`config.mk`:
```
export PLATFORM = sky130hd
export DESIGN_NAME = demux_cuentas
export DESIGN_NICKNAME = d
export VERILOG_FILES = /design/src/rtl/cuentas_pkg.sv /design/src/rtl/reg_desplazamiento.sv /design/src/rtl/demux_cuentas.sv
export SDC_FILE = /design/constraint.sdc
export NUM_CORES = 1
export LEC_CHECK = 0
export BUFFER_PORTS_ARGS = -buffer_cell sky130_fd_sc_hd__buf_2
export CORE_UTILIZATION = 59
export CTS_BUF_LIST = sky130_fd_sc_hd__clkbuf_8
export DETAILED_ROUTE_END_ITERATION = 8
export GPL_TIMING_DRIVEN = 0
export PLACE_DENSITY_LB_ADDON = 0.15
export SYNTH_ARGS = -nofsm -noshare
export SYNTH_HDL_FRONTEND = slang
export SYNTH_SLANG_ARGS = --single-unit
```
`constraint.sdc`:
```
create_clock -name clk -period 2.3 [get_ports clk]
set_clock_uncertainty 0.05 [all_clocks]
set_input_delay 0.23 -clock clk [delete_from_list [all_inputs] [get_ports clk]]
set_output_delay 0.23 -clock clk [all_outputs]
set_load 0.01 [all_outputs]
```
`src/rtl/cuentas_pkg.sv`:
```
// ============================================================================
// cuentas_pkg -- shared types and destination codes for the count demux.
// Rev 1.0
// ============================================================================
`default_nettype none

package cuentas_pkg;

  localparam int SEL_W     = 2;
  localparam int N_CUENTAS = 4;

  localparam logic [SEL_W-1:0] SEL_D0 = 2'd0;
  localparam logic [SEL_W-1:0] SEL_D1 = 2'd1;
  localparam logic [SEL_W-1:0] SEL_D2 = 2'd2;
  localparam logic [SEL_W-1:0] SEL_D3 = 2'd3;

  typedef enum logic [1:0] {
    IDLE   = 2'd0,
    SHIFT  = 2'd1,
    PARITY = 2'd2,
    COMMIT = 2'd3
  } state_t;

  function automatic logic [N_CUENTAS-1:0] decode_sel(input logic [SEL_W-1:0] s);
    logic [N_CUENTAS-1:0] oh;
    oh = '0;
    case (s)
      SEL_D0:  oh = 4'b0001;
      SEL_D1:  oh = 4'b0010;
      SEL_D2:  oh = 4'b0100;
      SEL_D3:  oh = 4'b1000;
      default: oh = '0;
    endcase
    return oh;
  endfunction

endpackage

`default_nettype wire

```
`src/rtl/reg_desplazamiento.sv`:
```
// ============================================================================
// reg_desplazamiento -- WIDTH-bit serial-in shift register, MSB first, with
// enable and sync clear. PARITY_CHECK_EN adds an even-parity accumulator.
// Rev 1.0
// ============================================================================
`default_nettype none

module reg_desplazamiento #(
  parameter int WIDTH = 4
) (
  input  logic             clk,
  input  logic             rst_n,
  input  logic             clr,
  input  logic             en,
  input  logic             din,
`ifdef PARITY_CHECK_EN
  output logic             par,
`endif
  output logic [WIDTH-1:0] q
);

  logic [WIDTH-1:0] sr_q, sr_d;

  always_comb begin
    sr_d = sr_q;
    if (clr)     sr_d = '0;
    else if (en) sr_d = {sr_q[WIDTH-2:0], din};
  end

  always_ff @(posedge clk or negedge rst_n) begin
    if (!rst_n) sr_q <= '0;
    else        sr_q <= sr_d;
  end

  assign q = sr_q;

`ifdef PARITY_CHECK_EN
  logic par_q, par_d;

  always_comb begin
    par_d = par_q;
    if (clr)     par_d = 1'b0;
    else if (en) par_d = par_q ^ din;
  end

  always_ff @(posedge clk or negedge rst_n) begin
    if (!rst_n) par_q <= 1'b0;
    else        par_q <= par_d;
  end

  assign par = par_q;
`endif

endmodule

`default_nettype wire

```
`src/rtl/demux_cuentas.sv`:
```
// ============================================================================
// demux_cuentas -- serial-to-parallel 1:4 count distributor.
// Optional even-parity frame check enabled by defining PARITY_CHECK_EN.
// Rev 1.0
// ============================================================================
`default_nettype none

module demux_cuentas
  import cuentas_pkg::*;
#(
  parameter int WIDTH = 4
) (
  input  logic             clk,
  input  logic             rst_n,
  input  logic             inicio,
  input  logic [SEL_W-1:0] seleccion,
  input  logic             dato_in,
  input  logic             valido_in,
  output logic [WIDTH-1:0] D0,
  output logic [WIDTH-1:0] D1,
  output logic [WIDTH-1:0] D2,
  output logic [WIDTH-1:0] D3,
  output logic             ocupado,
  output logic             listo,
  output logic             error
);

  localparam int CNT_W = $clog2(WIDTH);
  localparam logic [CNT_W-1:0] CNT_LAST = CNT_W'(WIDTH - 1);

  state_t           state_q, state_d;
  logic [CNT_W-1:0] cnt_q, cnt_d;
  logic [SEL_W-1:0] sel_q, sel_d;
  logic             ocupado_q, listo_q, listo_d;
  logic             error_d;
  logic             sr_clr, sr_en;
  logic [WIDTH-1:0] sr;
  logic [N_CUENTAS-1:0] we;
  logic [WIDTH-1:0] cuenta_q [N_CUENTAS];

`ifdef PARITY_CHECK_EN
  logic par;
  logic error_q;
`endif

  reg_desplazamiento #(.WIDTH(WIDTH)) u_sr (
    .clk   (clk),
    .rst_n (rst_n),
    .clr   (sr_clr),
    .en    (sr_en),
    .din   (dato_in),
`ifdef PARITY_CHECK_EN
    .par   (par),
`endif
    .q     (sr)
  );

  always_comb begin
    state_d = state_q;
    cnt_d   = cnt_q;
    sel_d   = sel_q;
    listo_d = 1'b0;
    error_d = 1'b0;
    sr_clr  = 1'b0;
    sr_en   = 1'b0;
    case (state_q)
      IDLE: begin
        if (inicio) begin
          sel_d   = seleccion;
          cnt_d   = '0;
          sr_clr  = 1'b1;
          state_d = SHIFT;
        end
      end
      SHIFT: begin
        if (valido_in) begin
          sr_en = 1'b1;
          if (cnt_q == CNT_LAST) begin
`ifdef PARITY_CHECK_EN
            state_d = PARITY;
`else
            state_d = COMMIT;
`endif
          end else begin
            cnt_d = cnt_q + CNT_W'(1);
          end
        end
      end
`ifdef PARITY_CHECK_EN
      PARITY: begin
        if (valido_in) begin
          // Even parity: the extra bit must equal the XOR of the data bits.
          if (dato_in == par) begin
            state_d = COMMIT;
          end else begin
            error_d = 1'b1;
            state_d = IDLE;
          end
        end
      end
`endif
      COMMIT: begin
        listo_d = 1'b1;
        state_d = IDLE;
      end
      default: state_d = IDLE;
    endcase
  end

  always_ff @(posedge clk or negedge rst_n) begin
    if (!rst_n) begin
      state_q   <= IDLE;
      cnt_q     <= '0;
      sel_q     <= '0;
      ocupado_q <= 1'b0;
      listo_q   <= 1'b0;
`ifdef PARITY_CHECK_EN
      error_q   <= 1'b0;
`endif
    end else begin
      state_q   <= state_d;
      cnt_q     <= cnt_d;
      sel_q     <= sel_d;
      ocupado_q <= (state_d != IDLE);
      listo_q   <= listo_d;
`ifdef PARITY_CHECK_EN
      error_q   <= error_d;
`endif
    end
  end

  assign we = (state_q == COMMIT) ? decode_sel(sel_q) : '0;

  for (genvar i = 0; i < N_CUENTAS; i++) begin : g_cuentas
    logic [WIDTH-1:0] cuenta_d;

    always_comb begin
      cuenta_d = cuenta_q[i];
      if (we[i]) cuenta_d = sr;
    end

    always_ff @(posedge clk or negedge rst_n) begin
      if (!rst_n) cuenta_q[i] <= '0;
      else        cuenta_q[i] <= cuenta_d;
    end
  end

  assign D0      = cuenta_q[0];
  assign D1      = cuenta_q[1];
  assign D2      = cuenta_q[2];
  assign D3      = cuenta_q[3];
  assign ocupado = ocupado_q;
  assign listo   = listo_q;

`ifdef PARITY_CHECK_EN
  assign error = error_q;
`else
  logic unused_ok;
  assign unused_ok = error_d;
  assign error = 1'b0;
`endif

endmodule

`default_nettype wire

```
==> metrics.csv, run 1 <==
stage;metric;value;unit
sta;setup TNS;0;ps
detailed_routing;Post-Route WL;1992;um
hold_path;Worst Hold Class;in2reg;
clock_tree;Longest Clk Path Bufs;2;
sta;Tmin final;1583;ps
finish;fill cell count;109;
sta;Final Cycle Share;68.81;%
detailed_routing;Via Count;712;
setup_path;worst r2r dst;D0[3];
setup_path;worst-path fanout max;9;
power;peak supply drop;0.9077;mV
setup_path;Worst Setup SP;state_q[0];
setup_path;Worst Setup EP;D0[3];
finish;most frequent cells in the layout;dfrtp_1, buf_2, mux2_2;
grt;initial antenna violation count;0;
die;Die Y;46.17;um
setup_path;CP Data Arrival Time;1700;ps
clock_tree;Root Buffer;clkbuf_8;
grt;first-pass GRT wire length;3008;um
die;io pins;26;
die;die area;2132;sq um
clock_tree;clock sinks;28;
sta;top achievable clock speed;0.6319;GHz
sta;Slew @ Worst Pin;604.7;ps
power;Pleak;0.7310;nW
sta;Max Transition Viols Final;0;
run_status;outcome;completed;
finish;share of cells above drive strength 1;45.45;%
logic_synthesis;Syn Area/Cell;14.21;sq um
grt;pin count of the biggest net entering global routing;29;
detailed_routing;Via density;5.274;
clock_tree;Post-CTS Setup Bufs;0;
detailed_routing;Initial DRC Count;20;
setup_path;crit path launch type;flop;
finish;ANT cells;0;
finish;Area Overhead vs Synth;20.22;%
sta;Setup-failing EPs final;0;
clock_tree;Worst-path clk slew;90;ps
flow_run;max-cap viol count;0;
grt;GRT Util Overall;21.53;%
detailed_routing;First-pass DRT Iterations;4;
clock_tree;TritonCTS Buffers;3;
die;Die X;46.17;um
placed_design;RePlAce Congestion;0.7302;
finish;commonest non-fill, non-tap cell in the layout;dfrtp_1;
logic_synthesis;Synth Instances;81;
setup_path;Req. time, crit path;2420;ps
sta;RSZ-0062 raised after global routing;no;
setup_path;Worst setup EP type;flop;
logic_synthesis;yosys warns;0;
clock_tree;H-tree Lvls;1;
placed_design;HPWL reported at the end of detailed placement;1348;um
setup_path;R2R Path Start;state_q[0];
finish;Layout Cells excl Fill;135;
grt;vias in the first global route;619;
finish;Final Util;77.61;%
logic_synthesis;Syn Nets;89;
logic_synthesis;register area share after synthesis;60.87;%
logic_synthesis;Yosys cell types;20;
placed_design;# port buffers;24;
placed_design;dpl cells;130;
sta;Slew HR;59.60;%
sta;Final Hold Vio Count;0;
die;row count;15;
logic_synthesis;Post-Syn Area;1151;sq um
setup_path;Worst Setup Path Type;reg2reg;
setup_path;Reg2Reg Depth;5;
die;starting density of the core;64.56;%
clock_tree;clock latency on the worst-skew pair;270;ps
detailed_routing;Residual DRC;0;
logic_synthesis;Synth Register Bits;28;
grt;GRT overflow;0;
clock_tree;CTS tree;built;
setup_path;r2r setup slk;720;ps
detailed_routing;drt wl/cell;14.76;um
detailed_routing;post-route ant nets;0;
power;PD cells;1265;nW/um^2
finish;final net count;119;
clock_tree;post-cts resize count;0;
die;core area;1783;sq um
-- synthesized netlist by cell type --
| library cell | n | area share [%] |
|---|---|---|
| dfrtp_1 | 28 | 61 |
| mux2_2 | 18 | 18 |
| a22o_1 | 8 | 6.1 |
| inv_1 | 4 | 1.3 |
| nor2b_1 | 3 | 1.6 |
| buf_4 | 2 | 1.3 |
| mux2i_1 | 2 | 1.7 |
| nand2_1 | 2 | 0.65 |
| nand3b_1 | 2 | 1.3 |
| o21ai_0 | 2 | 0.87 |
| and2_0 | 1 | 0.54 |
| and3_1 | 1 | 0.54 |
| buf_2 | 1 | 0.43 |
| conb_1 | 1 | 0.33 |
| ha_1 | 1 | 1.1 |
| nand3_1 | 1 | 0.43 |
| nor2_1 | 1 | 0.33 |
| nor3b_1 | 1 | 0.65 |
| nor3b_4 | 1 | 1.6 |
| o21bai_1 | 1 | 0.65 |
-- layout make-up --
class	instances	area, sq um	area share, %
flip-flops and latches	28	700.7	50.63
multi-input cells	46	415.4	30.02
repair buffers	25	130.1	9.403
clock buffers	3	41.29	2.984
well taps	25	31.28	2.260
clock inverters	1	30.03	2.170
plain buffers	3	20.02	1.447
inverters	4	15.01	1.085
-- per-layer routing --
| layer | part of all wire (%) | up-vias | track usage, % |
|---|---|---|---|
| li1 | - | 342 | - |
| met3 | 2.9 | 4 | 2.353 |
| met2 | 49 | 24 | 32.39 |
| met1 | 46 | 342 | 30.15 |
| met4 | 2.1 | 0 | 12.35 |
| met5 | 0 | - | 0 |
-- repair_timing --
action | 4_1_cts | 5_1_grt
hold endpoints to repair | 28 | 0
setup endpoints to repair | 0 | 0
hold buffers | 1 | 0
-- flip-flops by register name, indices dropped and copies added, names as in the netlist --
signal	cells
u_sr.q	4
state_q	2
sel_q	2
ocupado	1
D2	4
listo	1
cnt_q	2
D1	4
D0	4
D3	4
-- through the flow --
step | hold WS, ps | worst slack [ps] | cell area (sq um) | total power [mW]
detailed placement | 217.7 | 744.9 | 1303 | 1.377
global route | 141.1 | 615.5 | 1384 | 1.868
global placement | 206.9 | 783.3 | 1303 | 1.336
floorplan | -115.6 | 874.2 | 1151 | 1.166
CTS | 137.5 | 712.2 | 1384 | 1.759
finish | 137.1 | 717.5 | 1384 | 1.751
-- how the worst min path moves through the flow --
stage / startpoint / endpoint / cells after the start
floorplan: rst_n / D0[0] / 0
global placement: rst_n / D2[1] / 1
detailed placement: rst_n / D2[2] / 1
CTS: seleccion[0] / sel_q[0] / 2
global route: seleccion[0] / sel_q[0] / 2
finish: seleccion[0] / sel_q[0] / 2
-- report_power, final --
part,switching [mW],leakage (nW),total [mW],internal [mW]
Clock,0.150,0.0357,0.383,0.233
Sequential,0.168,0.362,0.840,0.673
Combinational,0.239,0.334,0.527,0.289
Total,0.557,0.731,1.75,1.19
-- critical path, cell delays in order (launching register included) --
cell and delay (ps):
dfrtp_1 350, buf_4 160, and2_0 120, buf_2 140, nor3b_4 290, mux2_2 370
-- kinds of logic after synthesis --
| family | synth area share, % |
|---|---|
| flops | 60.87 |
| mux | 19.35 |
| simple gates | 7.718 |
| compound gates | 7.609 |
| buf+inv | 3.042 |
| fa+ha+maj | 1.087 |
| other cells | 0.3258 |
(Power assumes the default switching activity.)
==> run 2, diff against run 1 <==
- CORE_UTILIZATION: 59 -> 49
- clock period: 2.3 -> 1.3 ns (I/O delays scaled with it)
==> metrics.csv, run 2 (same netlist as run 1, synthesis figures left out) <==
stage;metric;value;unit;change
run_status;outcome;finished, violations left;;was completed
run_status;failing checks;negative setup slack;;
detailed_routing;First-pass DRT Iterations;4;;unchanged
finish;Layout Cells excl Fill;142;;was 135
detailed_routing;Via density;5.282;;was 5.274
finish;ANT cells;0;;unchanged
placed_design;dpl cells;133;;was 130
grt;pin count of the biggest net entering global routing;29;;unchanged
hold_path;hold path depth;2;;unchanged
power;Sw Ratio;32.85;%;was 31.81%
die;row count;17;;was 15
grt;first-pass GRT wire length;3615;um;was 3008 um
die;io pins;26;;unchanged
clock_tree;Longest Clk Path Bufs;2;;unchanged
sta;setup TNS;-454.5;ps;was 0 ps
clock_tree;H-tree Lvls;1;;unchanged
sta;RSZ-0062 raised after global routing;yes;;was no
setup_path;Worst setup EP type;flop;;unchanged
sta;Tmin final;1406;ps;was 1583 ps
finish;share of cells above drive strength 1;53.51;%;was 45.45%
power;clock share of power;14.4;%;was 21.9%
setup_path;Worst Setup Path Type;reg2reg;;unchanged
die;Die Y;50.47;um;was 46.17 um
detailed_routing;post-route ant nets;0;;unchanged
die;core area;2212;sq um;was 1783 sq um
finish;commonest non-fill, non-tap cell in the layout;dfrtp_1;;unchanged
finish;design area;1495;sq um;was 1384 sq um
placed_design;# port buffers;24;;unchanged
detailed_routing;Post-Route WL;2135;um;was 1992 um
die;Die X;50.47;um;was 46.17 um
power;Int Pwr;2.101;mW;was 1.194 mW
clock_tree;clock latency on the worst-skew pair;270;ps;about the same
sta;Final Hold Vio Count;0;;unchanged
grt;GRT Util Overall;20.21;%;was 21.53%
power;PD cells;2093;nW/um^2;was 1265 nW/um^2
setup_path;worst r2r dst;D0[0];;was D0[3]
detailed_routing;Via Count;750;;was 712
setup_path;r2r setup slk;-110;ps;was 720 ps
placed_design;RePlAce Congestion;0.7140;;was 0.7302
clock_tree;clock sinks;28;;unchanged
finish;most frequent cells in the layout;dfrtp_1, buf_2, mux2_4;;was dfrtp_1, buf_2, mux2_2
power;combinational power share;37.8;%;was 30.1%
sta;top achievable clock speed;0.7112;GHz;was 0.6319 GHz
detailed_routing;Residual DRC;0;;unchanged
die;starting density of the core;52.04;%;was 64.56%
placed_design;HPWL reported at the end of detailed placement;1408;um;was 1348 um
power;Reg power frac;47.8;%;was 48.0%
finish;fill cell count;167;;was 109
power;peak supply drop;1.242;mV;was 0.9077 mV
sta;Slew HR;60.53;%;was 59.60%
power;Pleak;0.7968;nW;was 0.7310 nW
sta;final worst slack;-106.0;ps;was 717.5 ps
sta;Setup-failing EPs final;6;;was 0
hold_path;Worst Hold Class;in2reg;;unchanged
clock_tree;Root Buffer;clkbuf_8;;unchanged
setup_path;Reg2Reg Depth;3;;was 5
placed_design;Post-Place Worst Slack;-213.7;ps;was 744.9 ps
flow_run;max-cap viol count;0;;unchanged
detailed_routing;drt wl/cell;15.04;um;was 14.76 um
sta;Final Cycle Share;108.2;%;was 68.81%
finish;Final Util;67.59;%;was 77.61%
clock_tree;TritonCTS Buffers;3;;unchanged
setup_path;crit path launch type;flop;;unchanged
sta;Slew @ Worst Pin;592.1;ps;was 604.7 ps
detailed_routing;Initial DRC Count;5;;was 20
finish;Area Overhead vs Synth;29.89;%;was 20.22%
setup_path;Worst Setup EP;D0[0];;was D0[3]
clock_tree;Worst-path clk slew;90;ps;about the same
grt;vias in the first global route;787;;was 619
power;Final Power;3.129;mW;was 1.751 mW
setup_path;Worst Setup SP;state_q[0];;unchanged
grt;initial antenna violation count;0;;unchanged
setup_path;CP Data Arrival Time;1510;ps;was 1700 ps
placed_design;dpl cell area;1321;sq um;was 1303 sq um
sta;Hold WS;42.23;ps;was 137.1 ps
finish;final net count;124;;was 119
setup_path;worst-path fanout max;5;;was 9
setup_path;Req. time, crit path;1410;ps;was 2420 ps
die;die area;2547;sq um;was 2132 sq um
grt;GRT overflow;0;;unchanged
power;Psw;1.028;mW;was 0.5569 mW
sta;Max Transition Viols Final;0;;unchanged
clock_tree;CTS tree;built;;unchanged
setup_path;R2R Path Start;state_q[0];;unchanged
-- run 2: cell types whose count changed in the layout (fill, tap and decap cells not counted), moves of 2 or more --
| cell | before | now |
|---|---|---|
| buf_6 | 0 | 2 |
| nor2b_2 | 0 | 2 |
| mux2_2 | 18 | 4 |
| mux2_4 | 0 | 14 |
| nor2b_1 | 3 | 1 |
| buf_4 | 2 | 6 |
-- run 2: per-layer routing --
metal	global-route usage, %	vias up	share of wire [%]
met1	24.40	370	43
met2	33.33	24	50
met5	0	-	0
li1	-	348	-
met3	3.939	8	4.5
met4	12.04	0	3.0
-- run 2: repair_timing --
action / in CTS / in global routing
hold endpoints to repair: 28 / 0
resized for setup: 22 / 2
setup buffers: 7 / 1
hold buffers: 1 / 0
endpoints found under the setup margin: 24 / 23
pin swaps: 1 / 2
-- run 2: cell type report --
type / instances / area, sq um / area share [%]
multi-input combinational: 46 / 505.5 / 33.81
clock buffer: 3 / 41.29 / 2.762
tap: 28 / 35.03 / 2.343
timing repair buffer: 32 / 190.2 / 12.72
inverter: 4 / 15.01 / 1.004
sequential: 28 / 700.7 / 46.86
buffer: 1 / 7.507 / 0.5021
-- run 2: power by group through the flow --
stage | Sequential (mW) | Clock [mW] | Combinational, mW
detailed placement | 1.50 | 0 | 0.968
finish | 1.49 | 0.451 | 1.18
floorplan | 1.52 | 0 | 0.578
CTS | 1.49 | 0.463 | 1.22
global route | 1.55 | 0.502 | 1.30
global placement | 1.48 | 0 | 0.928
-- run 2: worst min-delay path by stage --
stage / from / endpoint / slack, ps
6_report: seleccion[0] / sel_q[0] / 40
5_1_grt: seleccion[0] / sel_q[0] / 30
4_1_cts: seleccion[1] / sel_q[1] / 30
3_5_place_dp: rst_n / D1[1] / 120
3_3_place_gp: rst_n / D1[0] / 120
2_1_floorplan: rst_n / D0[0] / -220
-- run 2: worst max-delay path, cell delays in order, from the launching register on --
cell     delay, ps
dfrtp_1        390
and2_4         190
nor3b_4        330
mux2_4         340
